<file path="config.mk">
export PLATFORM = sky130hd
export DESIGN_NAME = moore_pattern_detector
export DESIGN_NICKNAME = d
export VERILOG_FILES = /design/src/rtl/moore_pattern_detector.sv
export SDC_FILE = /design/constraint.sdc
export NUM_CORES = 1
export LEC_CHECK = 0
export ABC_AREA = 1
export ABC_CLOCK_PERIOD_IN_PS = 5500
export BUFFER_PORTS_ARGS = -buffer_cell sky130_fd_sc_hd__buf_2
export CAP_MARGIN = 0
export CORE_MARGIN = 10
export CORE_UTILIZATION = 50
export DETAILED_ROUTE_END_ITERATION = 10
export PLACE_DENSITY = 0.76
export SLEW_MARGIN = 20
export SYNTH_ARGS = -nofsm -noshare
export SYNTH_HDL_FRONTEND = slang
export SYNTH_SLANG_ARGS = --single-unit
</file>
<file path="constraint.sdc">
create_clock -name clk -period 5.5 [get_ports clk]
set_input_delay 0.275 -clock clk [delete_from_list [all_inputs] [get_ports clk]]
set_output_delay 0.275 -clock clk [all_outputs]
set_load 0.005 [all_outputs]
</file>
<file path="src/rtl/moore_pattern_detector.sv">
// -----------------------------------------------------------------------------
// moore_pattern_detector
//
// Serial pattern detector with a Moore-style match output. A pattern of up to
// MAX_LEN bits is loaded together with its effective length and an overlap
// mode. Serial data then shifts into a history register, and the FSM enters
// HIT for one cycle each time the newest L bits equal the loaded pattern.
//
// Build option:
//   MATCH_CNT_EN  - when defined, a saturating CNT_W-bit match counter with a
//                   synchronous clear is built and its low six bits appear on
//                   uo_out[7:2]. When undefined, no counter exists, ui_in[6]
//                   is ignored and uo_out[7:2] reads 0. The FSM is identical
//                   in both builds.
//
// Parameters:
//   MAX_LEN  maximum pattern length in bits (2..8)
//   CNT_W    match counter width (6..16)
//
// Ports:
//   clk      clock, all state changes on the rising edge
//   rst_n    asynchronous active-low reset
//   ena      enable; when low every register holds its value
//   ui_in    [0] serial data x, [1] load strobe, [4:2] length-1,
//            [5] overlap mode, [6] counter clear, [7] unused
//   uio_in   pattern bits, sampled on load (bit L-1 is expected first)
//   uo_out   [0] match, [1] armed, [7:2] match count[5:0]
//   uio_out  constant 0
//   uio_oe   constant 0 (all uio pins are inputs)
// -----------------------------------------------------------------------------
module moore_pattern_detector #(
  parameter int MAX_LEN = 8,
  parameter int CNT_W   = 8
) (
  input  logic       clk,
  input  logic       rst_n,
  input  logic       ena,
  input  logic [7:0] ui_in,
  input  logic [7:0] uio_in,
  output logic [7:0] uo_out,
  output logic [7:0] uio_out,
  output logic [7:0] uio_oe
);

  typedef enum logic [1:0] {
    ST_UNLOADED = 2'd0,
    ST_RUN      = 2'd1,
    ST_HIT      = 2'd2
  } state_t;

  localparam logic [3:0] MAX_LEN_W = 4'(MAX_LEN);

  // Compare the low len bits of the history against the pattern; bits at or
  // above len are don't-care.
  function automatic logic pattern_eq(
    input logic [MAX_LEN-1:0] hist,
    input logic [MAX_LEN-1:0] pat,
    input logic [3:0]         len
  );
    logic [MAX_LEN-1:0] mask;
    mask = {MAX_LEN{1'b0}};
    for (int i = 0; i < MAX_LEN; i++) begin
      mask[i] = (i < int'(len));
    end
    pattern_eq = (((hist ^ pat) & mask) == {MAX_LEN{1'b0}});
  endfunction

  // Registered state
  state_t             state_r;
  logic [MAX_LEN-1:0] pattern_r;
  logic [3:0]         len_r;
  logic               overlap_r;
  logic [MAX_LEN-1:0] hist_r;
  logic [3:0]         fill_r;
  logic               match_r;
  logic               armed_r;

  // Decoded inputs and next-value helpers
  logic               x_s;
  logic               load_s;
  logic               clr_s;
  logic [3:0]         len_sel_s;
  logic [MAX_LEN-1:0] hist_shift_s;
  logic [4:0]         fill_p1_s;
  logic               fill_ok_s;
  logic [3:0]         fill_inc_s;
  logic               hit_s;
  logic [5:0]         cnt_view_s;

  assign x_s    = ui_in[0];
  assign load_s = ui_in[1];
  assign clr_s  = ui_in[6];

  // Effective length for a load: encoded length + 1, clamped to MAX_LEN.
  always_comb begin
    len_sel_s = {1'b0, ui_in[4:2]} + 4'd1;
    if (len_sel_s > MAX_LEN_W) begin
      len_sel_s = MAX_LEN_W;
    end else begin
      len_sel_s = {1'b0, ui_in[4:2]} + 4'd1;
    end
  end

  // Hit detection for the current cycle, including the bit being sampled now.
  always_comb begin
    hist_shift_s = {hist_r[MAX_LEN-2:0], x_s};
    fill_p1_s    = {1'b0, fill_r} + 5'd1;
    fill_ok_s    = (fill_p1_s >= {1'b0, len_r});
    if (fill_r == MAX_LEN_W) begin
      fill_inc_s = fill_r;
    end else begin
      fill_inc_s = fill_r + 4'd1;
    end
    // A load cycle never produces a hit, and nothing is armed before a load.
    hit_s = (state_r != ST_UNLOADED) && !load_s && fill_ok_s &&
            pattern_eq(hist_shift_s, pattern_r, len_r);
  end

  // Detector FSM with registered match/armed flags.
  always_ff @(posedge clk or negedge rst_n) begin
    if (!rst_n) begin
      state_r   <= ST_UNLOADED;
      pattern_r <= {MAX_LEN{1'b0}};
      len_r     <= 4'd0;
      overlap_r <= 1'b0;
      hist_r    <= {MAX_LEN{1'b0}};
      fill_r    <= 4'd0;
      match_r   <= 1'b0;
      armed_r   <= 1'b0;
    end else if (ena) begin
      if (load_s) begin
        // The x bit of the load cycle is discarded.
        state_r   <= ST_RUN;
        pattern_r <= uio_in[MAX_LEN-1:0];
        len_r     <= len_sel_s;
        overlap_r <= ui_in[5];
        hist_r    <= {MAX_LEN{1'b0}};
        fill_r    <= 4'd0;
        match_r   <= 1'b0;
        armed_r   <= 1'b1;
      end else if (state_r == ST_UNLOADED) begin
        state_r <= ST_UNLOADED;
        match_r <= 1'b0;
        armed_r <= 1'b0;
      end else begin
        hist_r  <= hist_shift_s;
        armed_r <= 1'b1;
        if (hit_s) begin
          state_r <= ST_HIT;
          match_r <= 1'b1;
          // Non-overlap: the next detection has to be built from fresh bits.
          fill_r  <= overlap_r ? fill_inc_s : 4'd0;
        end else begin
          state_r <= ST_RUN;
          match_r <= 1'b0;
          fill_r  <= fill_inc_s;
        end
      end
    end
  end

`ifdef MATCH_CNT_EN
  localparam logic [CNT_W-1:0] CNT_MAX = {CNT_W{1'b1}};
  localparam logic [CNT_W-1:0] CNT_ONE = {{(CNT_W-1){1'b0}}, 1'b1};

  logic [CNT_W-1:0] cnt_r;
  logic             unused_s;

  // Saturating match counter; clear takes priority over an increment.
  always_ff @(posedge clk or negedge rst_n) begin
    if (!rst_n) begin
      cnt_r <= {CNT_W{1'b0}};
    end else if (ena) begin
      if (clr_s) begin
        cnt_r <= {CNT_W{1'b0}};
      end else if (hit_s && (cnt_r != CNT_MAX)) begin
        cnt_r <= cnt_r + CNT_ONE;
      end
    end
  end

  assign cnt_view_s = cnt_r[5:0];
  assign unused_s   = ^{ui_in[7], uio_in};
`else
  logic unused_s;

  assign cnt_view_s = 6'd0;
  assign unused_s   = ^{ui_in[7], clr_s, uio_in};
`endif

  assign uo_out  = {cnt_view_s, armed_r, match_r};
  assign uio_out = 8'h00;
  assign uio_oe  = 8'h00;

endmodule

</file>
==> results.sh <==
export IMPL_clk_path_buf_depth=2
export IMPL_slew_headroom_pct=61.5
export IMPL_status="completed"
export IMPL_finalSetupViolations=0
export IMPL_cts_tree="yes"
export IMPL_start_util_pct=51.3
export IMPL_cp_slowest_cell="dfrtp_1"
export IMPL_layout_drive_gt1_share_pct=17.9
export IMPL_final_nets=267
export IMPL_grt_ovfl_total=0
export IMPL_async_reset_ff_share_pct=100
export IMPL_dp_hpwl_microns=2450
export IMPL_clock_latency_ns=0.32
export IMPL_dr_pass1_iters=4
export IMPL_ant_nets=0
export IMPL_coreArea_sq_um=3310
export IMPL_tightest_slew_ns=0.577
export IMPL_cts_sinks=27
export IMPL_placed_cells=281
export IMPL_synth_seq_area_share_pct=39.8
export IMPL_wl_per_cell_microns=10.5
export IMPL_crit_chain="ha_1 -> xor2_1 -> ha_1 -> nand2_1 -> inv_1 -> nand3_1 -> nor2_1 -> nor2_2 -> nor2_4 -> nand3_2 -> nand3_1 -> nand2_1"
export IMPL_vias_per_cell=4.42
export IMPL_cts_buffers=3
export IMPL_dieArea_sq_um=6130
export IMPL_synth_edf_count=0
export IMPL_setup_tns_ns=0
export IMPL_fin_ws_ns=3.55
export IMPL_grtUsageMet2_pct=16.4
export IMPL_ir_drop_mv=0.0753
export IMPL_crit_required_ns=5.74
export IMPL_grtUsageMet1_pct=13.0
export IMPL_drv_cap=0
export IMPL_rows=21
export IMPL_syn_cell_area_sq_um=1700
export IMPL_cp_arrival_ns=2.18
export IMPL_synthDistinctLibCells=24
export IMPL_p_per_area_nw_per_um2=240
export IMPL_end_kind="flop"
export IMPL_crit_fanout=5
export IMPL_vias=1263
export IMPL_syn_avg_cell_area_sq_um=7.65
export IMPL_grt_max_degree=28
export IMPL_ioPinCount=43
export IMPL_grt_pass1_vias=1198
export IMPL_fmax_ghz=0.514
export IMPL_place_ws_ns=3.56
export IMPL_track_usage_pct=10.2
export IMPL_drv_slew=0
export IMPL_p_leak_uw=0.000975
export IMPL_place_gp_congestion=0.875
export IMPL_period_minus_slack_ns=1.95
export IMPL_critPathKind="flop to flop"
export IMPL_fin_crit_sh_pct=35.4
export IMPL_path_clk_slew_ns=0.14
export IMPL_startpoint_type="flop"
export IMPL_yosys_warnings=0
export IMPL_top_usage_layer="met2"
export IMPL_root_buffer="clkbuf_4"
export IMPL_final_hold_violation_count=0
export IMPL_fin_skew_ns=0.00255
export IMPL_syn_inst=222
export IMPL_port_buffers=18
export IMPL_synth_seq_cells=27
export IMPL_wl_microns=3020
export IMPL_rsz0062_at_grt="no"
export IMPL_critPathMaxStageDelay_ns=0.45
export IMPL_drc=0
export IMPL_hold_class="primary input to flop"
export IMPL_die_w_microns=78.3
export IMPL_ys_flop_type="dfrtp_1"
export IMPL_first_iter_violations=35
export IMPL_grt_antenna_before_repair=0
export IMPL_antenna_cells=0
export IMPL_grt_pass1_wl_microns=5290
export IMPL_die_y_microns=78.3
export IMPL_layout_cells_non_filler=286
export IMPL_htreeDepth=1
export IMPL_syn2layout_area_growth_pct=4.34
export IMPL_whs_ns=0.133
export IMPL_ctsResizeCount=0
export IMPL_use_met3_pct=2.28
## cells by family after synthesis
group | after synthesis | synth area share, %
adder cells (fa/ha/maj) | 7 | 5.15
flip-flops | 27 | 39.8
AND/OR/NAND/NOR | 97 | 25.3
AO/OA/AOI/OAI | 23 | 7.88
XOR/XNOR | 5 | 2.58
other | 1 | 0.221
buffers and inverters | 62 | 19.1
## final cells by class
cell class	count	area, sq um
repair buffers	19	100
inverters	36	135
multi-input cells	154	777
flip-flops and latches	27	676
fillers	341	1540
clock buffers	3	22.5
well taps	46	57.6
clock inverters	1	5.00
## cells in the mapped netlist, drive strengths merged (4+ instances only)
cell	count	area, sq um
nand2	67	259
inv	36	135
dfrtp	27	676
buf	26	190
nand3	16	85.1
nor2	13	76.3
o21ai	12	63.8
o22ai	8	50.1
ha	7	87.6
xor2	4	35.0
## worst max-delay path: cells and delay by family, from the launching register on
kind,cells,cell delay [ns]
xor+xnor,1,0.16
flops,1,0.45
simple gates,8,0.67
fa+ha+maj,2,0.54
buf+inv,1,0.04
## final timing paths
path                           endpoint      start  cells after the start  slack (ns)
max                           fill_r[3]  fill_r[0]                     12        3.55
min                        pattern_r[5]  uio_in[5]                      3        0.13
max reg2reg                   fill_r[3]  fill_r[0]                     12        3.55
min reg2reg                     armed_r    armed_r                      2        0.49
max in group asynchronous  pattern_r[2]      rst_n                      2        4.66
min in group asynchronous      len_r[2]      rst_n                      2        0.47
## power breakdown
| part | switching [uW] | internal, uW | total [uW] |
|---|---|---|---|
| Sequential | 14.2 | 217 | 231 |
| Combinational | 68.6 | 39.9 | 108 |
| Clock | 58.2 | 27.3 | 85.5 |
## per-stage QoR
step / total power [uW] / area, sq um / utilization [%]
6_report: 425 / 1770 / 53.6
5_1_grt: 459 / 1770 / 53.6
4_1_cts: 429 / 1770 / 53.6
3_5_place_dp: 343 / 1740 / 52.4
3_3_place_gp: 340 / 1740 / 52.4
2_1_floorplan: 326 / 1780 / -
## flip-flops by register name (all words and copies together), names as in the netlist
| signal | count |
|---|---|
| pattern_r | 8 |
| state_r | 2 |
| overlap_r | 1 |
| len_r | 4 |
| fill_r | 4 |
| hist_r | 7 |
| armed_r | 1 |
## metal layers
layer | vias to the layer above | part of all wire, %
li1 | 674 | -
met1 | 555 | 48
met2 | 29 | 45
met3 | 5 | 5.2
met4 | 0 | 1.8
met5 | - | 0
## placed cells by master (no fill, tap or decap), drive strengths merged
cell | Yosys | layout
a21oi | 1 | 1
nand2 | 67 | 67
nor2 | 13 | 13
o21ai | 12 | 12
ha | 7 | 7
nand3 | 16 | 16
xor2 | 4 | 4
clkbuf | 0 | 3
clkinv | 0 | 1
dfrtp | 27 | 27
o211ai | 1 | 1
conb | 1 | 22
inv | 36 | 36
o21a | 1 | 1
dlygate4sd3 | 0 | 1
xnor2 | 1 | 1
and2 | 1 | 1
o22ai | 8 | 8
buf | 26 | 18
## what timing repair did
| action | 4_1_cts | 5_1_grt |
|---|---|---|
| buffers inserted | 0 | 0 |
| hold buffers | 1 | 0 |
| hold endpoints to repair | 27 | 0 |
(Power assumes the default switching activity.)
